$ cat config.mk
export PLATFORM = sky130hd
export DESIGN_NAME = fp_result_encoder
export DESIGN_NICKNAME = d
export VERILOG_FILES = /design/src/rtl/fp_result_encoder.sv
export SDC_FILE = /design/constraint.sdc
export NUM_CORES = 1
export LEC_CHECK = 0
export BUFFER_PORTS_ARGS = -buffer_cell sky130_fd_sc_hd__buf_2
export CAP_MARGIN = 25
export CORE_ASPECT_RATIO = 2
export CORE_MARGIN = 4
export CORE_UTILIZATION = 40
export CTS_CLUSTER_SIZE = 30
export DETAILED_ROUTE_END_ITERATION = 16
export PLACE_DENSITY_LB_ADDON = 0.08
export SLEW_MARGIN = 5
export SYNTH_ARGS = -nofsm -noshare
export SYNTH_HDL_FRONTEND = slang
export SYNTH_SLANG_ARGS = --single-unit
$ cat constraint.sdc
create_clock -name clk -period 3.7 [get_ports clk]
set_input_delay 0.74 -clock clk [delete_from_list [all_inputs] [get_ports clk]]
set_output_delay 0.74 -clock clk [all_outputs]
set_load 0.03 [all_outputs]
$ cat src/rtl/fp_result_encoder.sv
// Packs a divider result into IEEE single or half precision (RNE rounding for half).
// Optional macro FP_ENC_FLAGS_STICKY_EN makes the flag outputs accumulate until reset.
module fp_result_encoder (
  input  logic        clk,
  input  logic        rst_n,
  input  logic        in_valid,
  output logic        in_ready,
  input  logic        mode_fp,
  input  logic        in_sign,
  input  logic [7:0]  in_exp,
  input  logic [22:0] in_mant,
  input  logic        in_overflow,
  input  logic        in_underflow,
  input  logic        in_inexact,
  output logic        out_valid,
  input  logic        out_ack,
  output logic [31:0] result,
  output logic        flag_overflow,
  output logic        flag_underflow,
  output logic        flag_inexact,
  output logic [1:0]  dbg_state
);

  // Handshake: a result is taken on a rising edge where in_valid && in_ready;
  // the packed word is offered while out_valid and retired on an edge with out_ack.
  localparam logic [1:0] S_IDLE  = 2'd0;
  localparam logic [1:0] S_ALIGN = 2'd1;
  localparam logic [1:0] S_ROUND = 2'd2;
  localparam logic [1:0] S_DONE  = 2'd3;

  localparam logic [1:0] CLS_RND  = 2'd0;
  localparam logic [1:0] CLS_ZERO = 2'd1;
  localparam logic [1:0] CLS_OVF  = 2'd2;

  logic [1:0]  state;
  logic        cap_mode, cap_sign, cap_ovf, cap_unf, cap_inx;
  logic [7:0]  cap_exp;
  logic [22:0] cap_mant;

  logic [1:0]  al_cls;
  logic [14:0] al_pre;
  logic        al_guard, al_sticky, al_tiny;

  assign in_ready  = (state == S_IDLE);
  assign out_valid = (state == S_DONE);
  assign dbg_state = state;

  // Alignment: half exponent rebias and subnormal denormalisation.
  logic signed [8:0] e_h;
  logic [7:0]        sh;
  logic [47:0]       wide;
  logic [1:0]        cls_n;
  logic [14:0]       pre_n;
  logic              guard_n, sticky_n, tiny_n;
  logic              unused_wide;

  assign e_h         = $signed({1'b0, cap_exp}) - 9'sd112;
  assign sh          = 8'd126 - cap_exp;
  assign wide        = {1'b1, cap_mant, 24'b0} >> sh[4:0];
  assign unused_wide = ^wide[47:34];

  always_comb begin
    cls_n    = CLS_RND;
    pre_n    = '0;
    guard_n  = 1'b0;
    sticky_n = 1'b0;
    tiny_n   = 1'b0;
    if (cap_exp == 8'd0) begin
      cls_n = CLS_ZERO;
    end else if (cap_ovf || (e_h > 9'sd30)) begin
      cls_n = CLS_OVF;
    end else if (e_h >= 9'sd1) begin
      pre_n    = {e_h[4:0], cap_mant[22:13]};
      guard_n  = cap_mant[12];
      sticky_n = (|cap_mant[11:0]) | cap_inx;
    end else begin
      tiny_n = 1'b1;
      // Everything shifted past the guard position: pure sticky, rounds to zero.
      if (sh >= 8'd25) begin
        sticky_n = 1'b1;
      end else begin
        pre_n    = {5'b0, wide[33:24]};
        guard_n  = wide[23];
        sticky_n = (|wide[22:0]) | cap_inx;
      end
    end
  end

  // Rounding and final packing.
  logic        round_up, inexact_r;
  logic [14:0] rounded;
  logic [31:0] res_n;
  logic        ovf_n, unf_n, inx_n;

  assign round_up  = al_guard & (al_sticky | al_pre[0]);
  assign rounded   = al_pre + {14'b0, round_up};
  assign inexact_r = al_guard | al_sticky | cap_inx;

  always_comb begin
    res_n = '0;
    ovf_n = cap_ovf;
    unf_n = cap_unf;
    inx_n = cap_inx;
    if (cap_mode) begin
      res_n = {cap_sign, cap_exp, (cap_exp == 8'hFF) ? 23'b0 : cap_mant};
    end else begin
      case (al_cls)
        CLS_ZERO: res_n = {16'b0, cap_sign, 15'b0};
        CLS_OVF: begin
          res_n = {16'b0, cap_sign, 5'h1F, 10'h0};
          ovf_n = 1'b1;
          inx_n = 1'b1;
        end
        default: begin
          // A rounding carry into exponent 31 is an overflow to infinity.
          if (!al_tiny && (rounded[14:10] == 5'h1F)) begin
            res_n = {16'b0, cap_sign, 5'h1F, 10'h0};
            ovf_n = 1'b1;
            inx_n = 1'b1;
          end else begin
            res_n = {16'b0, cap_sign, rounded};
            ovf_n = 1'b0;
            inx_n = inexact_r;
            unf_n = (al_tiny & inexact_r) | cap_unf;
          end
        end
      endcase
    end
  end

  always_ff @(posedge clk or negedge rst_n) begin
    if (!rst_n) begin
      state          <= S_IDLE;
      cap_mode       <= 1'b0;
      cap_sign       <= 1'b0;
      cap_exp        <= '0;
      cap_mant       <= '0;
      cap_ovf        <= 1'b0;
      cap_unf        <= 1'b0;
      cap_inx        <= 1'b0;
      al_cls         <= CLS_RND;
      al_pre         <= '0;
      al_guard       <= 1'b0;
      al_sticky      <= 1'b0;
      al_tiny        <= 1'b0;
      result         <= '0;
      flag_overflow  <= 1'b0;
      flag_underflow <= 1'b0;
      flag_inexact   <= 1'b0;
    end else begin
      case (state)
        S_IDLE: begin
          if (in_valid) begin
            cap_mode <= mode_fp;
            cap_sign <= in_sign;
            cap_exp  <= in_exp;
            cap_mant <= in_mant;
            cap_ovf  <= in_overflow;
            cap_unf  <= in_underflow;
            cap_inx  <= in_inexact;
            state    <= S_ALIGN;
          end
        end
        S_ALIGN: begin
          al_cls    <= cls_n;
          al_pre    <= pre_n;
          al_guard  <= guard_n;
          al_sticky <= sticky_n;
          al_tiny   <= tiny_n;
          state     <= S_ROUND;
        end
        S_ROUND: begin
          result <= res_n;
`ifdef FP_ENC_FLAGS_STICKY_EN
          flag_overflow  <= flag_overflow  | ovf_n;
          flag_underflow <= flag_underflow | unf_n;
          flag_inexact   <= flag_inexact   | inx_n;
`else
          flag_overflow  <= ovf_n;
          flag_underflow <= unf_n;
          flag_inexact   <= inx_n;
`endif
          state <= S_DONE;
        end
        default: begin
          if (out_ack) begin
            state <= S_IDLE;
`ifndef FP_ENC_FLAGS_STICKY_EN
            flag_overflow  <= 1'b0;
            flag_underflow <= 1'b0;
            flag_inexact   <= 1'b0;
`endif
          end
        end
      endcase
    end
  end

endmodule

==> out/qor.txt <==
outcome: finished, final reports clean
Synth-to-Final Area Change: 15.1%
Post-Syn Area: 6300 µm²
Warnings, synthesis: 0
storage element area: 2330 µm²
fillers: 1557
critical path peak fanout: 12
Post-layout nets: 769
critical path startpoint category: flop
Pre-Repair DR Iteration Count: 6
largest net degree at the start of global routing: 66
CTS Hold Bufs: 0
Worst Path Arrival: 3580 ps
Mean Syn Cell Area: 9.81 µm²
Multi-input gate area: 3650 µm²
fraction of layout cells with a size suffix above 1: 26.3%
die area: 17900 µm²
ys flop type: dfrtp_1
Yosys cell types: 69
WL met2: 10800 µm
row count: 64
Die Wd: 96.8 µm
vias in the first global route: 5423
drt via density: 5.83
Max-Cap Viols: 0
share of the synthesized area in the top cell type: 36.9%
largest buffer count on any clock path: 2
Worst Reg-to-Reg Cells: 9
syn_nets: 700
pre-CTS setup slack: 354 ps
total placed cells including tap cells: 898
Port Buffer Count: 78
max-slew violation count: 0
hold crit path type: in2async
FFs w/ async S/R, synth: 100%
met3 WL: 656 µm
Max Freq: 0.300 GHz
worst setup margin: 364 ps
max layer used: met4
CP Class: reg2reg
period utilization: 90.2%
DR DRC count: 0
dpl hpwl: 15300 µm
WP data required: 3940 ps
post-route setup TNS: 0 ps
CTS tree: built
DR vias: 5333
overall routing resource usage: 22.7%
CP Cell Sequence: inv_1 -> ha_2 -> buf_4 -> mux2_2 -> mux4_2 -> nor3_1 -> o2111ai_1 -> o311a_1 -> a211o_1
Placer Congestion: 0.922
insertion delay of the later-clocked pin in the worst-skew pair: 350 ps
#FFs+latches synth: 93
slew margin rel.: 34.3%
metal1 wirelength: 7530 µm
Post-CTS Setup Bufs: 0
antenna violations before repair: 0
Starting Density: 41.0%
Non-Filler Instances: 914
initial DRC count: 283
grt ovf: 0
FF-to-FF setup slack: 360 ps
Die Ht: 185 µm
FF-to-FF End: al_sticky
top-level port count: 79
Worst setup startpoint: cap_exp[1]
sequential area share after synthesis: 36.9%
r2r startpoint: cap_exp[1]
unrepaired setup endpoints after global routing: false
n_diodes: 0
CP endpoint kind: flop
CTS root buf: clkbuf_16
Mapped Cells: 642
Synth area leaders: dfrtp_1 (37%), mux2_2 (8.2%), mux2i_1 (6.5%), ha_1 (3.6%), a21oi_1 (3.4%)
Worst Setup EP: al_sticky
Post-synth EDFFs: 0
Slowest-stage cell, CP: ha_2
H-tree Lvls: 3
max incr delay on CP: 590 ps
actual slew at the worst max-slew pin: 985 ps
Resized cells post-CTS: 0
final antenna-violating net count: 0
core area: 15400 µm²
final setup vio count: 0
Wirelength per Cell: 21.9 µm
Worst Skew: 11.8 ps
leading area contributor after synthesis: dfrtp_1
final wirelength: 20000 µm
first-pass GRT wire length: 31500 µm
final hold viol count: 0
Num CTS Buffers: 9
CTS clk-pin slew, worst paths: 70 ps
Tmin final: 3340 ps
Clock Sink Count: 93
-- kinds of logic (layout without fill, tap and decap cells) --
family                   Yosys count  count (layout)  share of synthesized area (%)
AND/OR/NAND/NOR                  164             164                           13.0
AO/OA/AOI/OAI                    159             159                           17.5
multiplexers                     106             106                           20.0
flip-flops                        93              93                           36.9
buffers and inverters             79             153                           5.36
XOR/XNOR                          23              23                           3.61
adder cells (fa/ha/maj)           18              18                           3.57
-- critical path, delay by kind of cell (launching register included) --
family / cells / cell delay [ps]
AO/OA/AOI/OAI: 3 / 770
adder cells (fa/ha/maj): 1 / 590
buffers and inverters: 2 / 320
flip-flops: 1 / 340
multiplexers: 2 / 850
AND/OR/NAND/NOR: 1 / 340
-- layout by cell type, fill, tap and decap left out, types with 3 or more instances in the layout --
cell type	n
a211oi_1	6
a21o_1	4
a21oi_1	43
a221o_1	3
a22o_1	8
a22oi_1	4
a2bb2oi_1	9
a32o_1	5
and2_1	8
buf_2	77
buf_4	23
clkbuf_16	9
dfrtp_1	93
ha_1	16
inv_1	36
mux2_1	5
mux2_2	46
mux2_4	5
mux2i_1	41
mux4_2	9
nand2_1	31
nand3_1	24
nand4_1	9
nor2_1	48
nor2b_1	7
nor3_1	12
nor4_1	6
o21a_1	3
o21ai_0	30
o22ai_1	6
o2bb2ai_1	4
o311a_1	4
o31ai_1	5
o32ai_1	4
xnor2_1	17
xor2_1	4
-- metrics by stage --
stage | area [µm²] | hold WS, ps | utilization (%)
final | 7250 | 485 | 47.2
after global routing | 7250 | 509 | 47.2
after CTS | 7250 | 485 | 47.2
after detailed placement | 6920 | 466 | 45.0
after global placement | 6920 | 459 | 45.0
after floorplan | 6300 | 444 | -
-- worst min-delay path by stage --
stage / startpoint / end / slack [ps] / cells after the start
2_1_floorplan: rst_n / al_cls[0] / 440 / 0
4_1_cts: flag_underflow / flag_underflow / 490 / 2
6_report: rst_n / dbg_state[1] / 490 / 1
5_1_grt: flag_underflow / flag_underflow / 510 / 2
3_5_place_dp: flag_underflow / flag_underflow / 470 / 2
3_3_place_gp: flag_underflow / flag_underflow / 460 / 2
-- per-layer routing --
metal | vias up | track usage (%)
li1 | 2506 | -
met1 | 2625 | 25.1
met2 | 147 | 42.3
met3 | 55 | 2.66
met4 | 0 | 11.9
met5 | - | 0
-- final cells by class --
cell class	instances	area share, %
multi-input combinational	470	50.3
sequential	93	32.1
timing repair buffer	100	7.69
tap	198	3.42
inverter	37	1.91
clock buffer	9	3.11
clock inverter	7	1.45
-- cell usage after synthesis, types with 4 or more instances --
| master | count |
|---|---|
| o311a_1 | 4 |
| clkbuf_1 | 23 |
| xnor2_1 | 17 |
| a21o_1 | 4 |
| mux2_4 | 5 |
| nand4_1 | 9 |
| nor3_1 | 12 |
| a22o_1 | 8 |
| a32o_1 | 5 |
| mux2i_1 | 41 |
| and2_1 | 8 |
| nor2_1 | 48 |
| o31ai_1 | 5 |
| ha_1 | 18 |
| a21oi_1 | 43 |
| a211oi_1 | 6 |
| nand3_1 | 24 |
| xor2_1 | 4 |
| nor2b_1 | 7 |
| inv_1 | 36 |
| o21ai_0 | 30 |
| nand2_1 | 32 |
| mux4_2 | 9 |
| o2bb2ai_1 | 4 |
| a2bb2oi_1 | 9 |
| nor4_1 | 6 |
| o32ai_1 | 4 |
| a22oi_1 | 4 |
| mux2_1 | 5 |
| o22ai_1 | 6 |
| buf_2 | 12 |
| mux2_2 | 46 |
| dfrtp_1 | 93 |
-- registers in the layout, indices dropped and copies added, names as in the netlist --
name and count:
al_cls 2, cap_ovf 1, al_pre 15, al_tiny 1, cap_sign 1, result 32, cap_inx 1, flag_inexact 1
cap_unf 1, al_guard 1, cap_mode 1, cap_mant 23, flag_overflow 1, flag_underflow 1, cap_exp 8, al_sticky 1
dbg_state 2
Power is not shown: default switching activity piles up to over one toggle a cycle in this logic, so the estimate is an artifact.
